==> src/rtl/md_pkg.sv <==
`default_nettype none
// +----------------------------------------------------------------------+
// | md_pkg                                                                |
// | Shared definitions for the multi-cycle multiply/divide sequencer:     |
// | ALU op codes, FSM state encoding and small op-decode helpers.         |
// | Revision: 1.0                                                         |
// +----------------------------------------------------------------------+
package md_pkg;

   // Default operand width; HI/LO are this wide and one iteration per bit.
   localparam int MD_WIDTH = 32;

   // 5-bit ALU op codes shared with the ALU decoder.
   localparam logic [4:0] OP_DIV   = 5'b10001;
   localparam logic [4:0] OP_DIVU  = 5'b10010;
   localparam logic [4:0] OP_MULT  = 5'b10011;
   localparam logic [4:0] OP_MULTU = 5'b10100;

   // Sequencer states, explicitly 2 bits wide.
   typedef enum logic [1:0] {
      IDLE = 2'd0,
      CALC = 2'd1,
      FIX  = 2'd2
   } md_state_e;

   // True for any op code this sequencer executes.
   function automatic logic is_md_op(input logic [4:0] op);
      return (op == OP_DIV) || (op == OP_DIVU) || (op == OP_MULT) || (op == OP_MULTU);
   endfunction

   // True for the signed variants (operands are two's complement).
   function automatic logic is_signed_op(input logic [4:0] op);
      return (op == OP_DIV) || (op == OP_MULT);
   endfunction

   // True for the divide variants.
   function automatic logic is_div_op(input logic [4:0] op);
      return (op == OP_DIV) || (op == OP_DIVU);
   endfunction

endpackage
`default_nettype wire

==> src/rtl/md_iter_step.sv <==
`default_nettype none
// +----------------------------------------------------------------------+
// | md_iter_step                                                          |
// | Combinational single iteration of the unsigned datapath:              |
// |  - multiply: shift-add, product pair shifts right one bit             |
// |  - divide:   restoring step, remainder/quotient pair shifts left      |
// | Revision: 1.0                                                         |
// +----------------------------------------------------------------------+
module md_iter_step
   import md_pkg::*;
#(
   parameter int WIDTH = MD_WIDTH
) (
   input  logic                 is_div,
   input  logic [2*WIDTH-1:0]   pair_in,
   input  logic [WIDTH-1:0]     operand,
   output logic [2*WIDTH-1:0]   pair_out
);

   logic [WIDTH:0]   mul_sum;
   logic [WIDTH:0]   rem_shift;
   logic             rem_ge;
   logic [WIDTH-1:0] rem_diff;

   // One iteration: multiplicand add into the upper half, or trial subtract of the divisor.
   always_comb begin
      // Multiply: upper half plus multiplicand when the current multiplier bit is set;
      // the carry becomes the new MSB after the right shift.
      mul_sum   = {1'b0, pair_in[2*WIDTH-1:WIDTH]} + (pair_in[0] ? {1'b0, operand} : {(WIDTH+1){1'b0}});
      // Divide: remainder shifted left with the next dividend bit pulled in.
      rem_shift = pair_in[2*WIDTH-1:WIDTH-1];
      rem_ge    = (rem_shift >= {1'b0, operand});
      // When the subtraction succeeds the true difference is below the divisor, so it fits WIDTH bits.
      rem_diff  = rem_shift[WIDTH-1:0] - operand;

      if (is_div) begin
         if (rem_ge) begin
            pair_out = {rem_diff, pair_in[WIDTH-2:0], 1'b1};
         end else begin
            pair_out = {pair_in[2*WIDTH-2:0], 1'b0};
         end
      end else begin
         pair_out = {mul_sum, pair_in[WIDTH-1:1]};
      end
   end

endmodule
`default_nettype wire

==> src/rtl/muldiv_seq.sv <==
`default_nettype none
// +----------------------------------------------------------------------+
// | muldiv_seq                                                            |
// | Multi-cycle MULT/MULTU/DIV/DIVU sequencer owning the HI/LO registers. |
// | Magnitudes are iterated WIDTH cycles, then signs are fixed up in one  |
// | extra cycle before HI/LO are written and done pulses.                 |
// | Revision: 1.0                                                         |
// +----------------------------------------------------------------------+
module muldiv_seq
   import md_pkg::*;
#(
   parameter int WIDTH = MD_WIDTH
) (
   input  logic             clk,
   input  logic             rst,
   input  logic             start,
   input  logic [4:0]       op,
   input  logic [WIDTH-1:0] a,
   input  logic [WIDTH-1:0] b,
   input  logic             flush,
   input  logic             wr_hi,
   input  logic             wr_lo,
   input  logic [WIDTH-1:0] wr_data,
   output logic             busy,
   output logic             done,
   output logic [WIDTH-1:0] hi,
   output logic [WIDTH-1:0] lo
);

   localparam int CNT_W = $clog2(WIDTH);

   md_state_e          state_q, state_d;
   logic [CNT_W-1:0]   cnt_q, cnt_d;
   logic [2*WIDTH-1:0] pair_q, pair_d;
   logic [WIDTH-1:0]   opnd_q, opnd_d;
   logic               is_div_q, is_div_d;
   logic               res_neg_q, res_neg_d;
   logic               rem_neg_q, rem_neg_d;
   logic [WIDTH-1:0]   hi_q, hi_d;
   logic [WIDTH-1:0]   lo_q, lo_d;
   logic               busy_q, busy_d;
   logic               done_q, done_d;

   logic               accept;
   logic               a_neg, b_neg;
   logic [WIDTH-1:0]   a_mag, b_mag;
   logic [2*WIDTH-1:0] pair_step;
   logic [2*WIDTH-1:0] prod_fix;
   logic [WIDTH-1:0]   quo_fix, rem_fix;

   md_iter_step #(
      .WIDTH    (WIDTH)
   ) u_step (
      .is_div   (is_div_q),
      .pair_in  (pair_q),
      .operand  (opnd_q),
      .pair_out (pair_step)
   );

   // Issue decode: operand magnitudes and whether this cycle's request is taken.
   always_comb begin
      accept = (state_q == IDLE) && start && !flush && is_md_op(op);
      a_neg  = is_signed_op(op) && a[WIDTH-1];
      b_neg  = is_signed_op(op) && b[WIDTH-1];
      // Magnitudes are unsigned, so |most-negative| is representable.
      a_mag  = a_neg ? -a : a;
      b_mag  = b_neg ? -b : b;
   end

   // Next-state logic.
   always_comb begin
      state_d = state_q;
      unique case (state_q)
         IDLE: begin
            if (accept) state_d = CALC;
         end
         CALC: begin
            if (flush)              state_d = IDLE;
            else if (cnt_q == '0)   state_d = FIX;
         end
         FIX: begin
            state_d = IDLE;
         end
         default: begin
            state_d = IDLE;
         end
      endcase
   end

   // Datapath and output next values: operand latch, iteration, sign fix-up, HI/LO writes.
   always_comb begin
      cnt_d     = cnt_q;
      pair_d    = pair_q;
      opnd_d    = opnd_q;
      is_div_d  = is_div_q;
      res_neg_d = res_neg_q;
      rem_neg_d = rem_neg_q;
      hi_d      = hi_q;
      lo_d      = lo_q;

      // Sign-corrected results, only consumed in FIX.
      prod_fix  = res_neg_q ? -pair_q : pair_q;
      quo_fix   = res_neg_q ? -pair_q[WIDTH-1:0] : pair_q[WIDTH-1:0];
      rem_fix   = rem_neg_q ? -pair_q[2*WIDTH-1:WIDTH] : pair_q[2*WIDTH-1:WIDTH];

      // MTHI/MTLO only land while idle; an op issued in the same cycle overwrites later.
      if (!busy_q && wr_hi) hi_d = wr_data;
      if (!busy_q && wr_lo) lo_d = wr_data;

      unique case (state_q)
         IDLE: begin
            if (accept) begin
               cnt_d     = CNT_W'(WIDTH - 1);
               is_div_d  = is_div_op(op);
               res_neg_d = a_neg ^ b_neg;
               rem_neg_d = a_neg;
               // Multiply keeps the multiplier in the low half; divide keeps the dividend there.
               if (is_div_op(op)) begin
                  pair_d = {{WIDTH{1'b0}}, a_mag};
                  opnd_d = b_mag;
               end else begin
                  pair_d = {{WIDTH{1'b0}}, b_mag};
                  opnd_d = a_mag;
               end
            end
         end
         CALC: begin
            pair_d = pair_step;
            cnt_d  = cnt_q - CNT_W'(1);
         end
         FIX: begin
            if (!flush) begin
               if (is_div_q) begin
                  hi_d = rem_fix;
                  lo_d = quo_fix;
               end else begin
                  hi_d = prod_fix[2*WIDTH-1:WIDTH];
                  lo_d = prod_fix[WIDTH-1:0];
               end
            end
         end
         default: begin
            cnt_d = cnt_q;
         end
      endcase

      busy_d = (state_d != IDLE);
      done_d = (state_q == FIX) && !flush;
   end

   // State register and all datapath flops; rst discards any in-flight op.
   always_ff @(posedge clk) begin
      if (rst) begin
         state_q   <= IDLE;
         cnt_q     <= '0;
         pair_q    <= '0;
         opnd_q    <= '0;
         is_div_q  <= 1'b0;
         res_neg_q <= 1'b0;
         rem_neg_q <= 1'b0;
         hi_q      <= '0;
         lo_q      <= '0;
         busy_q    <= 1'b0;
         done_q    <= 1'b0;
      end else begin
         state_q   <= state_d;
         cnt_q     <= cnt_d;
         pair_q    <= pair_d;
         opnd_q    <= opnd_d;
         is_div_q  <= is_div_d;
         res_neg_q <= res_neg_d;
         rem_neg_q <= rem_neg_d;
         hi_q      <= hi_d;
         lo_q      <= lo_d;
         busy_q    <= busy_d;
         done_q    <= done_d;
      end
   end

   assign busy = busy_q;
   assign done = done_q;
   assign hi   = hi_q;
   assign lo   = lo_q;

endmodule
`default_nettype wire

==> config.mk <==
export PLATFORM = sky130hd
export DESIGN_NAME = muldiv_seq
export DESIGN_NICKNAME = d
export VERILOG_FILES = /design/src/rtl/md_pkg.sv /design/src/rtl/md_iter_step.sv /design/src/rtl/muldiv_seq.sv
export SDC_FILE = /design/constraint.sdc
export NUM_CORES = 1
export LEC_CHECK = 0
export CORE_UTILIZATION = 60
export DETAILED_ROUTE_END_ITERATION = 10
export DONT_BUFFER_PORTS = 1
export PLACE_DENSITY_LB_ADDON = 0.15
export SKIP_CTS_REPAIR_TIMING = 1
export SLEW_MARGIN = 20
export SYNTH_ARGS = -nofsm -noshare
export SYNTH_HDL_FRONTEND = slang
export SYNTH_SLANG_ARGS = --single-unit
==> constraint.sdc <==
create_clock -name clk -period 5.3 [get_ports clk]
set_input_delay 0.795 -clock clk [delete_from_list [all_inputs] [get_ports clk]]
set_output_delay 0.795 -clock clk [all_outputs]
set_load 0.03 [all_outputs]
==> results_dict.tcl <==
set metrics [dict create \
    status "finished, final reports clean" \
    firstDrtPassIters 7 \
    cp-end-kind "register" \
    grt_max_degree 137 \
    power-per-cell-area_nw_per_um2 218 \
    hold_violations 0 \
    clockBufferDepth 2 \
    clk_latency_ns 0.45 \
    async_flop_share 0 \
    grt_pass1_vias 13900 \
    yosys-top-cells-area "dfxtp_1, xnor2_1, a21oi_1, ha_1, nor2_1" \
    grt_overflow 0 \
    ys_ff_latch 172 \
    synth_edf_count 0 \
    ant_nets 0 \
    setup_violations 0 \
    hp-class "in -> reg" \
    core_area_sq_um 24200 \
    rows 57 \
    synth_cell_type_count 80 \
    power_mw 3.37 \
    synth_top_area_frac 0.233 \
    p_int_mw 2.21 \
    gp_congestion 0.987 \
    p_clk_frac 0.402 \
    path_max_fanout 17 \
    die_w_microns 159 \
    synth.net_count 2181 \
    clock_sinks 172 \
    drc_errors 0 \
    pwr-share-comb 0.173 \
    switchingPower_mw 1.16 \
    max_clock_freq_mhz 256 \
    initial_utilization 0.609 \
    n_fill_cell 2244 \
    drt_iter0_drc 1623 \
    port_buffers 0 \
    worst_pin_slew_ns 1.01 \
    maxCapViolCount 0 \
    path_class "reg -> reg" \
    synth.largest_area_cell "dfxtp_1" \
    ir_drop_mv 0.170 \
    clk_pin_slew_worst_paths_ns 0.08 \
    crit_required_ns 5.67 \
    swShare 0.343 \
    drv_slew 0 \
    max-slew-margin-rel 0.324 \
    dr_total_vias 15200 \
    fin_crit_ns 3.91 \
    multi_input_area_sq_um 10500 \
    seq_area_sq_um 3440 \
    diodes 0 \
    ys_seq_area_frac 0.233 \
    syn_inst 2003 \
    post-dp-hpwl_mm 39.7 \
    avgSynthCellArea_sq_um 7.37 \
    grtUsageTotal 0.397 \
    synth_area_sq_um 14800 \
    p_seq_frac 0.424 \
    fin_nets 2085 \
    antenna_found_initial 0 \
    areaGrowthSynthToFinish_pct 4.84 \
    numCtsBuffers 17 \
    wl_per_cell_microns 23.0 \
    root_buffer "clkbuf_16" \
    setup-tns-final_ns 0 \
    num_io_pins 173 \
    grt_pass1_wl_mm 78.7 \
    vias_per_cell 6.79 \
    arrival_ns 4.29 \
    ctsHtreeMaxLevel 4 \
    period_share 0.738 \
    layout-drive-gt1-share 0.0547 \
    die_h_microns 159 \
    synth_ff_type "dfxtp_1" \
    p_leak_nw 5.94 \
    die_area_sq_um 25200 \
    yosys_warnings 0 \
    wl_mm 51.6 \
    startpoint_type "register" \
    cts_tree "built" \
    fin_skew_ns 0.0143 \
    rsz0062_at_grt "false" \
]
cell type report:
type / instances / area share
multi-input cells: 1622 / 0.681
flip-flops and latches: 172 / 0.223
clock buffers: 17 / 0.0275
well taps: 324 / 0.0262
inverters: 68 / 0.0165
clock inverters: 15 / 0.0133
repair buffers: 26 / 0.0126
power groups by stage:
stage	combinational [mW]	sequential, mW	clock [mW]
floorplan	0.453	1.44	0
global placement	0.562	1.46	0
detailed placement	0.570	1.46	0
CTS	0.573	1.43	1.36
global route	0.630	1.43	1.40
finish	0.584	1.43	1.36
flip-flops by register name (all words and copies together), names as in the netlist:
| signal | count |
|---|---|
| done | 1 |
| pair_q | 64 |
| busy | 1 |
| is_div_q | 1 |
| state_q | 2 |
| res_neg_q | 1 |
| opnd_q | 32 |
| lo | 32 |
| cnt_q | 5 |
| hi | 32 |
| rem_neg_q | 1 |
cells in the final DEF, fill, tap and decap left out, types with 5 or more instances in the layout:
cell / count
nand2_1: 179
o21ai_0: 114
clkinv_8: 6
a221oi_1: 29
o41ai_1: 11
a211oi_1: 76
nor4_1: 17
xnor2_1: 121
or4_1: 14
or3_1: 18
a311oi_1: 15
clkbuf_16: 17
nor3_1: 46
nor2b_1: 11
o22ai_1: 7
nand4_1: 18
a221o_1: 6
a22oi_1: 19
o211ai_1: 28
mux2_2: 5
mux2i_1: 73
and3_1: 11
nand2b_1: 23
or2_2: 11
and2_1: 8
o21a_1: 8
dfxtp_1: 171
xor2_1: 55
nor2_1: 224
a21oi_1: 197
inv_1: 68
a31oi_1: 23
a21o_1: 27
buf_4: 26
o221ai_1: 12
nand3_1: 35
o31ai_1: 27
o21bai_1: 8
ha_1: 69
routing by layer:
metal,vias up,routed length [microns],track usage
met5,-,0,0
met3,161,4900,0.0760
met1,7129,21400,0.519
met4,0,2960,0.233
met2,798,22300,0.606
li1,7141,-,-
metrics by stage:
stage	utilization	worst slack, ns	instances	area, sq um	hold slack (ns)
after detailed placement	0.612	1.47	2212	14800	0.443
after floorplan	-	2.28	2003	14800	0.432
after CTS	0.638	1.42	2244	15500	0.408
after global placement	0.612	1.61	2212	14800	0.436
final	0.638	1.39	2244	15500	0.414
after global routing	0.638	1.19	2244	15500	0.422
cells in the mapped netlist, types with 4 or more instances:
cell	n
nand2b_1	24
o221ai_1	12
a211oi_1	76
ha_1	69
dfxtp_1	172
a21oi_1	198
a311oi_1	15
xor2_1	55
a31oi_1	23
or4_1	14
o41ai_1	11
o21a_1	8
nand4_1	18
xnor2_1	121
o31ai_1	27
a221o_1	6
a221oi_1	29
buf_1	16
nand2_1	180
and2_1	9
o21bai_1	8
and3_1	11
clkbuf_1	118
nand3_1	35
nor2b_1	13
a22oi_1	19
o21ai_0	114
or3_1	18
buf_2	6
inv_1	68
a21o_1	27
mux2_2	5
or2_2	11
nor4_1	17
o2111ai_1	4
nand3b_1	4
nor3_1	46
o211ai_1	28
o22ai_1	7
mux2i_1	73
nor2_1	225
path summary, 6_finish.rpt:
path,from,to,slack [ns],depth (start not counted)
max,pair_q[0],pair_q[62],1.39,13
min,rst,opnd_q[28],0.41,1
max reg2reg,pair_q[0],pair_q[62],1.39,13
min reg2reg,opnd_q[13],opnd_q[13],0.46,2
critical path, cell delays in order, from the launching register on:
cell,delay [ns]
dfxtp_1,0.38
inv_1,0.50
buf_4,0.35
nor2_1,0.07
ha_1,0.38
a21o_1,0.22
a221o_1,0.34
a221oi_1,0.24
o21ai_0,0.24
a31oi_1,0.40
mux2i_1,0.23
nor2_1,0.05
a221o_1,0.28
a21oi_1,0.14
cell families after synthesis:
logic type,after synthesis,share of synthesized area
flip-flops,172,0.233
AO/OA/AOI/OAI,649,0.287
buffers and inverters,209,0.0542
XOR/XNOR,176,0.104
adder cells (fa/ha/maj),71,0.0612
multiplexers,78,0.0533
AND/OR/NAND/NOR,648,0.207
Power figures use the tool's default switching activity.
